--- config.mk ---
export PLATFORM = sky130hd
export DESIGN_NAME = spi_flash_responder_flat
export DESIGN_NICKNAME = d
export VERILOG_FILES = /design/src/rtl/spi_flash_pkg.sv /design/src/rtl/spi_flash_responder_if.sv /design/src/rtl/spi_edge_sync.sv /design/src/rtl/spi_flash_responder.sv /design/src/flat_wrapper.sv
export SDC_FILE = /design/constraint.sdc
export NUM_CORES = 1
export LEC_CHECK = 0
export ABC_AREA = 0
export ABC_CLOCK_PERIOD_IN_PS = 2200
export CORE_AREA = 4 4 81 83
export CTS_CLUSTER_SIZE = 8
export DETAILED_ROUTE_END_ITERATION = 8
export DIE_AREA = 0 0 85 87
export GPL_TIMING_DRIVEN = 0
export PLACE_DENSITY_LB_ADDON = 0.15
export SETUP_SLACK_MARGIN = 0.1
export SLEW_MARGIN = 30
export SYNTH_ARGS = -nofsm -noshare
export SYNTH_HDL_FRONTEND = slang
export SYNTH_SLANG_ARGS = --single-unit
--- constraint.sdc ---
create_clock -name clk -period 2.2 [get_ports clk]
set_input_delay 0.55 -clock clk [delete_from_list [all_inputs] [get_ports clk]]
set_output_delay 0.55 -clock clk [all_outputs]
set_load 0.1 [all_outputs]
--- src/rtl/spi_flash_pkg.sv ---
// Shared definitions for the SPI flash responder and the flash read controller.
//   - opcode constants for the supported serial NOR commands
//   - responder state encoding (3 bits)
package spi_flash_pkg;

    localparam logic [7:0] CMD_READ      = 8'h03;
    localparam logic [7:0] CMD_FAST_READ = 8'h0B;
    localparam logic [7:0] CMD_RDSR      = 8'h05;
    localparam logic [7:0] CMD_RDID      = 8'h9F;

    localparam logic [2:0] S_IDLE   = 3'd0;
    localparam logic [2:0] S_CMD    = 3'd1;
    localparam logic [2:0] S_ADDR   = 3'd2;
    localparam logic [2:0] S_DATA   = 3'd3;
    localparam logic [2:0] S_RDSR   = 3'd4;
    localparam logic [2:0] S_RDID   = 3'd5;
    localparam logic [2:0] S_IGNORE = 3'd6;
    localparam logic [2:0] S_DUMMY  = 3'd7;

    typedef enum logic [2:0] {
        ST_IDLE   = S_IDLE,
        ST_CMD    = S_CMD,
        ST_ADDR   = S_ADDR,
        ST_DATA   = S_DATA,
        ST_RDSR   = S_RDSR,
        ST_RDID   = S_RDID,
        ST_IGNORE = S_IGNORE,
        ST_DUMMY  = S_DUMMY
    } state_t;

endpackage

--- src/rtl/spi_flash_responder_if.sv ---
// Byte-wide synchronous memory read port of the SPI flash responder.
//   o_MEM_ADDR : read address (responder -> memory)
//   o_MEM_RD   : one-clk read strobe (responder -> memory)
//   i_MEM_DATA : read data, valid one clk after o_MEM_RD (memory -> responder)
// master = responder side, slave = memory side.
interface spi_flash_responder_if #(
    parameter int ADDR_W = 12
);
    logic [ADDR_W-1:0] o_MEM_ADDR;
    logic              o_MEM_RD;
    logic [7:0]        i_MEM_DATA;

    modport master (
        output o_MEM_ADDR,
        output o_MEM_RD,
        input  i_MEM_DATA
    );

    modport slave (
        input  o_MEM_ADDR,
        input  o_MEM_RD,
        output i_MEM_DATA
    );
endinterface

--- src/rtl/spi_edge_sync.sv ---
// Synchronizer for the asynchronous SPI inputs plus edge pulses.
//   clk, reset     : system clock, synchronous active-low reset
//   sck_in/mosi_in/cs_in : raw SPI pins
//   mosi_s, cs_s   : synchronized MOSI and CS (CS active low)
//   sck_rise/fall  : one-clk pulses on synchronized SCK edges
//   cs_rise/fall   : one-clk pulses on synchronized CS edges
// SCK and MOSI pass through equal-depth chains so MOSI stays aligned with
// the SCK edge it belongs to. CS resets to the deasserted level so that
// leaving reset never fabricates a CS falling edge.
module spi_edge_sync #(
    parameter int SYNC_STAGES = 2
) (
    input  logic clk,
    input  logic reset,
    input  logic sck_in,
    input  logic mosi_in,
    input  logic cs_in,
    output logic mosi_s,
    output logic cs_s,
    output logic sck_rise,
    output logic sck_fall,
    output logic cs_rise,
    output logic cs_fall
);

    logic [SYNC_STAGES-1:0] sck_q, sck_d;
    logic [SYNC_STAGES-1:0] mosi_q, mosi_d;
    logic [SYNC_STAGES-1:0] cs_q, cs_d;
    logic                   sck_prev_q, sck_prev_d;
    logic                   cs_prev_q, cs_prev_d;

    always_comb begin
        sck_d      = {sck_q[SYNC_STAGES-2:0], sck_in};
        mosi_d     = {mosi_q[SYNC_STAGES-2:0], mosi_in};
        cs_d       = {cs_q[SYNC_STAGES-2:0], cs_in};
        sck_prev_d = sck_q[SYNC_STAGES-1];
        cs_prev_d  = cs_q[SYNC_STAGES-1];
    end

    always_ff @(posedge clk) begin
        if (!reset) begin
            sck_q      <= '0;
            mosi_q     <= '0;
            cs_q       <= '1;
            sck_prev_q <= 1'b0;
            cs_prev_q  <= 1'b1;
        end else begin
            sck_q      <= sck_d;
            mosi_q     <= mosi_d;
            cs_q       <= cs_d;
            sck_prev_q <= sck_prev_d;
            cs_prev_q  <= cs_prev_d;
        end
    end

    assign mosi_s   = mosi_q[SYNC_STAGES-1];
    assign cs_s     = cs_q[SYNC_STAGES-1];
    assign sck_rise =  sck_q[SYNC_STAGES-1] & ~sck_prev_q;
    assign sck_fall = ~sck_q[SYNC_STAGES-1] &  sck_prev_q;
    assign cs_rise  =  cs_q[SYNC_STAGES-1]  & ~cs_prev_q;
    assign cs_fall  = ~cs_q[SYNC_STAGES-1]  &  cs_prev_q;

endmodule

--- src/rtl/spi_flash_responder.sv ---
// SPI Mode 0 target emulating a serial NOR flash (READ, RDSR, RDID).
// All SPI pins are oversampled on clk; nothing is clocked by SCK.
//   clk, reset        : system clock, synchronous active-low reset
//   i_SPI_CLK/MOSI/CS : SPI initiator pins (CS active low)
//   o_SPI_MISO(_OE)   : target data and drive enable (tristate built above)
//   o_BUSY            : synchronized CS asserted
//   mem               : byte-wide synchronous memory read port (master)
// Optional feature macro: SPI_FAST_READ_EN enables FAST_READ (0x0B) with
// an 8-cycle dummy phase; undefined, 0x0B is ignored like any unknown opcode.
//
// state  | meaning
// IDLE   | CS deasserted, waiting for CS falling edge
// CMD    | shifting in the opcode byte
// ADDR   | shifting in the 24-bit address
// DUMMY  | FAST_READ dummy byte, MISO not driven, first byte prefetched
// DATA   | streaming memory bytes, address auto-increments and wraps
// RDSR   | returning status 0x00 forever
// RDID   | returning JEDEC ID bytes, then 0x00
// IGNORE | unknown opcode, silent until CS deasserts
module spi_flash_responder
    import spi_flash_pkg::*;
#(
    parameter int          ADDR_W      = 12,
    parameter logic [23:0] JEDEC_ID    = 24'hEF4016,
    parameter int          SYNC_STAGES = 2
) (
    input  logic                 clk,
    input  logic                 reset,
    input  logic                 i_SPI_CLK,
    input  logic                 i_SPI_MOSI,
    input  logic                 i_SPI_CS,
    output logic                 o_SPI_MISO,
    output logic                 o_SPI_MISO_OE,
    output logic                 o_BUSY,
    spi_flash_responder_if.master mem
);

    logic mosi_s, cs_s, sck_rise, sck_fall, cs_rise, cs_fall;

    spi_edge_sync #(.SYNC_STAGES(SYNC_STAGES)) u_sync (
        .clk      (clk),
        .reset    (reset),
        .sck_in   (i_SPI_CLK),
        .mosi_in  (i_SPI_MOSI),
        .cs_in    (i_SPI_CS),
        .mosi_s   (mosi_s),
        .cs_s     (cs_s),
        .sck_rise (sck_rise),
        .sck_fall (sck_fall),
        .cs_rise  (cs_rise),
        .cs_fall  (cs_fall)
    );

    state_t            state_q, state_d;
    logic [2:0]        bit_cnt_q, bit_cnt_d;
    logic [1:0]        byte_cnt_q, byte_cnt_d;
    // Only seven bits are held: the eighth bit of a byte is used live.
    logic [6:0]        rx_q, rx_d;
    logic [ADDR_W-2:0] addr_q, addr_d;
    logic [7:0]        tx_q, tx_d;
    logic              miso_q, miso_d;
    logic              oe_q, oe_d;
    logic [ADDR_W-1:0] mem_addr_q, mem_addr_d;
    logic              mem_rd_q, mem_rd_d;
    logic              rd_dly_q, rd_dly_d;
    logic              fast_q, fast_d;

    logic [7:0]        rx_byte;
    logic [ADDR_W-1:0] addr_next;
    logic              byte_done;

    assign rx_byte   = {rx_q, mosi_s};
    assign addr_next = {addr_q, mosi_s};
    assign byte_done = sck_rise && (bit_cnt_q == 3'd7);

    always_comb begin
        state_d    = state_q;
        bit_cnt_d  = bit_cnt_q;
        byte_cnt_d = byte_cnt_q;
        rx_d       = rx_q;
        addr_d     = addr_q;
        tx_d       = tx_q;
        miso_d     = miso_q;
        oe_d       = oe_q;
        mem_addr_d = mem_addr_q;
        mem_rd_d   = 1'b0;
        rd_dly_d   = mem_rd_q;
        fast_d     = fast_q;

        // CS deassertion wins over any SCK edge seen in the same clk.
        if (cs_s || cs_rise) begin
            state_d   = ST_IDLE;
            oe_d      = 1'b0;
            miso_d    = 1'b0;
            bit_cnt_d = 3'd0;
        end else begin
            if (sck_rise && (state_q != ST_IDLE)) begin
                rx_d      = rx_byte[6:0];
                bit_cnt_d = bit_cnt_q + 3'd1;
            end

            case (state_q)
                ST_IDLE: begin
                    if (cs_fall) begin
                        state_d    = ST_CMD;
                        bit_cnt_d  = 3'd0;
                        byte_cnt_d = 2'd0;
                        rx_d       = '0;
                    end
                end
                ST_CMD: begin
                    if (byte_done) begin
                        byte_cnt_d = 2'd0;
                        fast_d     = 1'b0;
                        case (rx_byte)
                            CMD_READ: state_d = ST_ADDR;
                            CMD_RDSR: state_d = ST_RDSR;
                            CMD_RDID: begin
                                state_d    = ST_RDID;
                                tx_d       = JEDEC_ID[23:16];
                                byte_cnt_d = 2'd1;
                            end
`ifdef SPI_FAST_READ_EN
                            CMD_FAST_READ: begin
                                state_d = ST_ADDR;
                                fast_d  = 1'b1;
                            end
`endif
                            default: state_d = ST_IGNORE;
                        endcase
                    end
                end
                ST_ADDR: begin
                    if (sck_rise) begin
                        addr_d = addr_next[ADDR_W-2:0];
                        if (bit_cnt_q == 3'd7) begin
                            byte_cnt_d = byte_cnt_q + 2'd1;
                            if (byte_cnt_q == 2'd2) begin
                                mem_addr_d = addr_next;
                                mem_rd_d   = 1'b1;
                                state_d    = fast_q ? ST_DUMMY : ST_DATA;
                            end
                        end
                    end
                end
                ST_DUMMY: begin
                    if (byte_done) state_d = ST_DATA;
                end
                ST_DATA: begin
                    if (sck_fall) begin
                        oe_d   = 1'b1;
                        miso_d = tx_q[7];
                        tx_d   = {tx_q[6:0], 1'b0};
                    end
                    // Prefetch the next byte; it lands well before the next falling edge.
                    if (byte_done) begin
                        mem_addr_d = mem_addr_q + ADDR_W'(1);
                        mem_rd_d   = 1'b1;
                    end
                end
                ST_RDSR: begin
                    if (sck_fall) begin
                        oe_d   = 1'b1;
                        miso_d = 1'b0;
                    end
                end
                ST_RDID: begin
                    if (sck_fall) begin
                        oe_d   = 1'b1;
                        miso_d = tx_q[7];
                        tx_d   = {tx_q[6:0], 1'b0};
                    end
                    if (byte_done) begin
                        case (byte_cnt_q)
                            2'd1:    tx_d = JEDEC_ID[15:8];
                            2'd2:    tx_d = JEDEC_ID[7:0];
                            default: tx_d = 8'h00;
                        endcase
                        if (byte_cnt_q != 2'd3) byte_cnt_d = byte_cnt_q + 2'd1;
                    end
                end
                ST_IGNORE: begin
                end
                default: state_d = ST_IDLE;
            endcase

            if (rd_dly_q) tx_d = mem.i_MEM_DATA;
        end
    end

    always_ff @(posedge clk) begin
        if (!reset) begin
            state_q    <= ST_IDLE;
            bit_cnt_q  <= 3'd0;
            byte_cnt_q <= 2'd0;
            rx_q       <= '0;
            addr_q     <= '0;
            tx_q       <= 8'h00;
            miso_q     <= 1'b0;
            oe_q       <= 1'b0;
            mem_addr_q <= '0;
            mem_rd_q   <= 1'b0;
            rd_dly_q   <= 1'b0;
            fast_q     <= 1'b0;
        end else begin
            state_q    <= state_d;
            bit_cnt_q  <= bit_cnt_d;
            byte_cnt_q <= byte_cnt_d;
            rx_q       <= rx_d;
            addr_q     <= addr_d;
            tx_q       <= tx_d;
            miso_q     <= miso_d;
            oe_q       <= oe_d;
            mem_addr_q <= mem_addr_d;
            mem_rd_q   <= mem_rd_d;
            rd_dly_q   <= rd_dly_d;
            fast_q     <= fast_d;
        end
    end

    assign o_SPI_MISO     = miso_q & oe_q;
    assign o_SPI_MISO_OE  = oe_q;
    assign o_BUSY         = ~cs_s;
    assign mem.o_MEM_ADDR = mem_addr_q;
    assign mem.o_MEM_RD   = mem_rd_q;

endmodule

--- src/flat_wrapper.sv ---
// flat-port wrapper written by rule: the top's interface ports become plain ports
module spi_flash_responder_flat import spi_flash_pkg::*;
#(
    parameter int          ADDR_W      = 12,
    parameter logic [23:0] JEDEC_ID    = 24'hEF4016,
    parameter int          SYNC_STAGES = 2
)
  (clk, reset, i_SPI_CLK, i_SPI_MOSI, i_SPI_CS, o_SPI_MISO, o_SPI_MISO_OE, o_BUSY, mem_o_MEM_ADDR, mem_o_MEM_RD, mem_i_MEM_DATA);
  spi_flash_responder_if #(.ADDR_W(ADDR_W)) mem_i ();
  input  logic clk;
  input  logic reset;
  input  logic i_SPI_CLK;
  input  logic i_SPI_MOSI;
  input  logic i_SPI_CS;
  output logic o_SPI_MISO;
  output logic o_SPI_MISO_OE;
  output logic o_BUSY;
  output wire logic [$bits(mem_i.o_MEM_ADDR)-1:0] mem_o_MEM_ADDR;
  output wire logic [$bits(mem_i.o_MEM_RD)-1:0] mem_o_MEM_RD;
  input wire logic [$bits(mem_i.i_MEM_DATA)-1:0] mem_i_MEM_DATA;
  assign mem_o_MEM_ADDR = mem_i.o_MEM_ADDR;
  assign mem_o_MEM_RD = mem_i.o_MEM_RD;
  assign mem_i.i_MEM_DATA = mem_i_MEM_DATA;
  spi_flash_responder #(.ADDR_W(ADDR_W), .JEDEC_ID(JEDEC_ID), .SYNC_STAGES(SYNC_STAGES)) u_core (.clk(clk), .reset(reset), .i_SPI_CLK(i_SPI_CLK), .i_SPI_MOSI(i_SPI_MOSI), .i_SPI_CS(i_SPI_CS), .o_SPI_MISO(o_SPI_MISO), .o_SPI_MISO_OE(o_SPI_MISO_OE), .o_BUSY(o_BUSY), .mem(mem_i));
endmodule
==> results_dict.tcl <==
set metrics [dict create \
    cts_root_buffer "clkbuf_8" \
    drv_slew 0 \
    final_hold_viol_count 0 \
    critPathCaptureType "register" \
    postRouteWirelength_mm 7.29 \
    timing.final.crit_share_pct 98.2 \
    die_w_um 85 \
    ioPinCount 29 \
    clock_skew_ps 4.16 \
    clk_latency_ps 340 \
    postSynthAreaPerCell_um2 8.53 \
    core_area_um2 5850 \
    critPathLaunchType "register" \
    fin_area_um2 3710 \
    critPathMaxFanout 4 \
    synth_top_area_cell "dfxtp_1" \
    cts.hold.buffers_added 0 \
    ys_top_cells_by_area "dfxtp_1, mux2i_1, nor2_1" \
    fin_crit_ps 2160 \
    viasPerCell 5.76 \
    remaining_drc_errors 0 \
    cts_max_level 3 \
    grt_usage_pct 20.4 \
    fmax_mhz 463 \
    cp-startpoint "u_core.bit_cnt_q[0]" \
    layout_common_cells "dfxtp_1, nor2_1, nand2_1, o21ai_0, mux2i_1" \
    synth_nets 356 \
    required_ps 2460 \
    critical_path_class "register to register" \
    hold_path_class "register to register" \
    placed_area_um2 3270 \
    num_rows 28 \
    status "complete, no violations" \
    seq_area_um2 1170 \
    r2r_end "u_core.mem.o_MEM_ADDR[11]" \
    cp_data_arrival_time_ps 2420 \
    fill_cells 496 \
    synth-main-ff-cell "dfxtp_1" \
    nets 402 \
    cts_made_buffers 9 \
    timing.rr.start "u_core.bit_cnt_q[0]" \
    first_pass_iters 4 \
    finalNonFillerCells 463 \
    r2r_setup_slack_ps 40 \
    endpoint "u_core.mem.o_MEM_ADDR[11]" \
    avgRoutedWirePerCell_um 15.7 \
    yosysWarnings 0 \
    yosysTopAreaCellShare_pct 40.4 \
    worst_slew_pin_slew_ps 946 \
    grt_pass1_wl_mm 12.1 \
    finalPower_mw 2.38 \
    grt_overflow 0 \
    p_leak_nw 1.41 \
    antenna_found_initial 0 \
    multi_input_comb_area_um2 1710 \
    powerDensity_nw_per_um2 640 \
    ys_seq_elements 58 \
    syn_area_um2 2870 \
    drtIter0Drc 163 \
    clk_pin_slew_ps 70 \
    grt_pass1_vias 2562 \
    area_delta_synth_final_pct 29.2 \
    cap_viol_max_count 0 \
    die_h_um 87 \
    layout_commonest_cell "dfxtp_1" \
    ant_nets 0 \
    irDropWorstVdd_v 0.000588 \
    relSlewSlack_pct 37.2 \
    clock_path_buffers 2 \
    synth_cells 337 \
    ff2ff_path_depth 8 \
    diodes 0 \
    vias 2669 \
    place_congestion 0.915 \
    drive_gt1_share_pct 19.8 \
    grt_max_degree 11 \
    ys_types 54 \
    cts.sinks 58 \
    hpwl_mm 4.94 \
    portBuffers 27 \
    dieArea_um2 7400 \
    synth_seq_area_share_pct 40.4 \
    start_util_pct 49.1 \
    rsz0062_at_grt "yes" \
    setup_viol 0 \
    cts_tree "yes" \
    async_flop_share_pct 0 \
    finalSetupTns_ps 0 \
    synth_edf_count 0 \
    dpl.cell_count 439 \
]
-- worst max-delay path, cell delays in order, from the launching register on --
cell and delay (ps):
dfxtp_2 350, ha_4 140, ha_4 140, nand3b_4 110
or4_4 490, buf_6 130, or3_1 280, or3_1 310
a31oi_1 140
-- Yosys cell counts, drive strengths merged, types with 6 or more instances --
| cell type | n |
|---|---|
| a21oi | 14 |
| a22o | 10 |
| and2 | 9 |
| clkbuf | 19 |
| dfxtp | 58 |
| ha | 6 |
| inv | 10 |
| mux2i | 17 |
| nand2 | 27 |
| nand2b | 7 |
| nand3 | 7 |
| nor2 | 38 |
| nor3 | 11 |
| o21ai | 22 |
-- sequential cells by signal, indices dropped and copies added, names as in the netlist, 2 cells and up --
register / flops
u_core.state_q: 3
u_core.u_sync.cs_q: 2
u_core.bit_cnt_q: 3
u_core.addr_q: 11
u_core.rx_q: 7
u_core.u_sync.sck_q: 2
u_core.u_sync.mosi_q: 2
u_core.mem.o_MEM_ADDR: 12
u_core.byte_cnt_q: 2
u_core.tx_q: 8
-- per-layer routing --
| metal | part of all wire (%) | track usage (%) | up-vias |
|---|---|---|---|
| met4 | 1.3 | 5.61 | 0 |
| li1 | - | - | 1323 |
| met3 | 4.7 | 6.81 | 12 |
| met1 | 48 | 27.4 | 1278 |
| met5 | 0 | 0 | - |
| met2 | 46 | 31.4 | 56 |
-- final cells by class --
class / instances / area share, %
clock buffer: 12 / 4.18
multi-input combinational: 249 / 46.2
clock inverter: 4 / 2.63
buffer: 20 / 2.70
sequential: 58 / 31.5
tap: 75 / 2.53
timing repair buffer: 35 / 9.30
inverter: 10 / 1.01
-- per-stage QoR --
stage / util (%) / setup WS [ps] / hold slack (ps)
finish: 63.5 / 39.1 / 430
global route: 63.5 / -60.0 / 459
CTS: 61.4 / 5.73 / 443
detailed placement: 55.9 / -355 / 427
global placement: 55.9 / -332 / 416
floorplan: - / 80.3 / 386
-- where the power goes --
part	switching, mW	leakage [nW]	total (mW)	internal, mW
logic	0.0442	0.814	0.0765	0.0323
clock network	0.424	0.123	1.24	0.815
registers	0.00588	0.472	1.06	1.06
total	0.474	1.41	2.38	1.90
-- cell families (layout without fill, tap and decap cells) --
logic type | after synthesis | in the layout | synth area share, %
simple gates | 135 | 135 | 24.7
compound gates | 87 | 87 | 20.8
flops | 58 | 58 | 40.4
buf+inv | 30 | 81 | 4.18
mux | 19 | 19 | 6.70
fa+ha+maj | 6 | 6 | 2.61
xor+xnor | 2 | 2 | 0.610
-- worst min-delay path by stage --
stage	from	endpoint	slack, ps	cells after the start
3_5_place_dp	u_core.u_sync.sck_q[0]	u_core.u_sync.sck_q[1]	430	1
6_report	u_core.u_sync.cs_q[0]	u_core.u_sync.cs_q[1]	430	1
2_1_floorplan	u_core.u_sync.cs_q[0]	u_core.u_sync.cs_q[1]	390	1
5_1_grt	u_core.u_sync.cs_q[0]	u_core.u_sync.cs_q[1]	460	1
4_1_cts	u_core.u_sync.mosi_q[0]	u_core.u_sync.mosi_q[1]	440	1
3_3_place_gp	u_core.u_sync.sck_q[0]	u_core.u_sync.sck_q[1]	420	1
-- timing repair --
item,CTS,global route
resized for setup,54,29
endpoints found under the setup margin,38,41
buffers inserted,5,3
pin swaps,3,9
No activity file was read; power rests on OpenSTA's default activity.
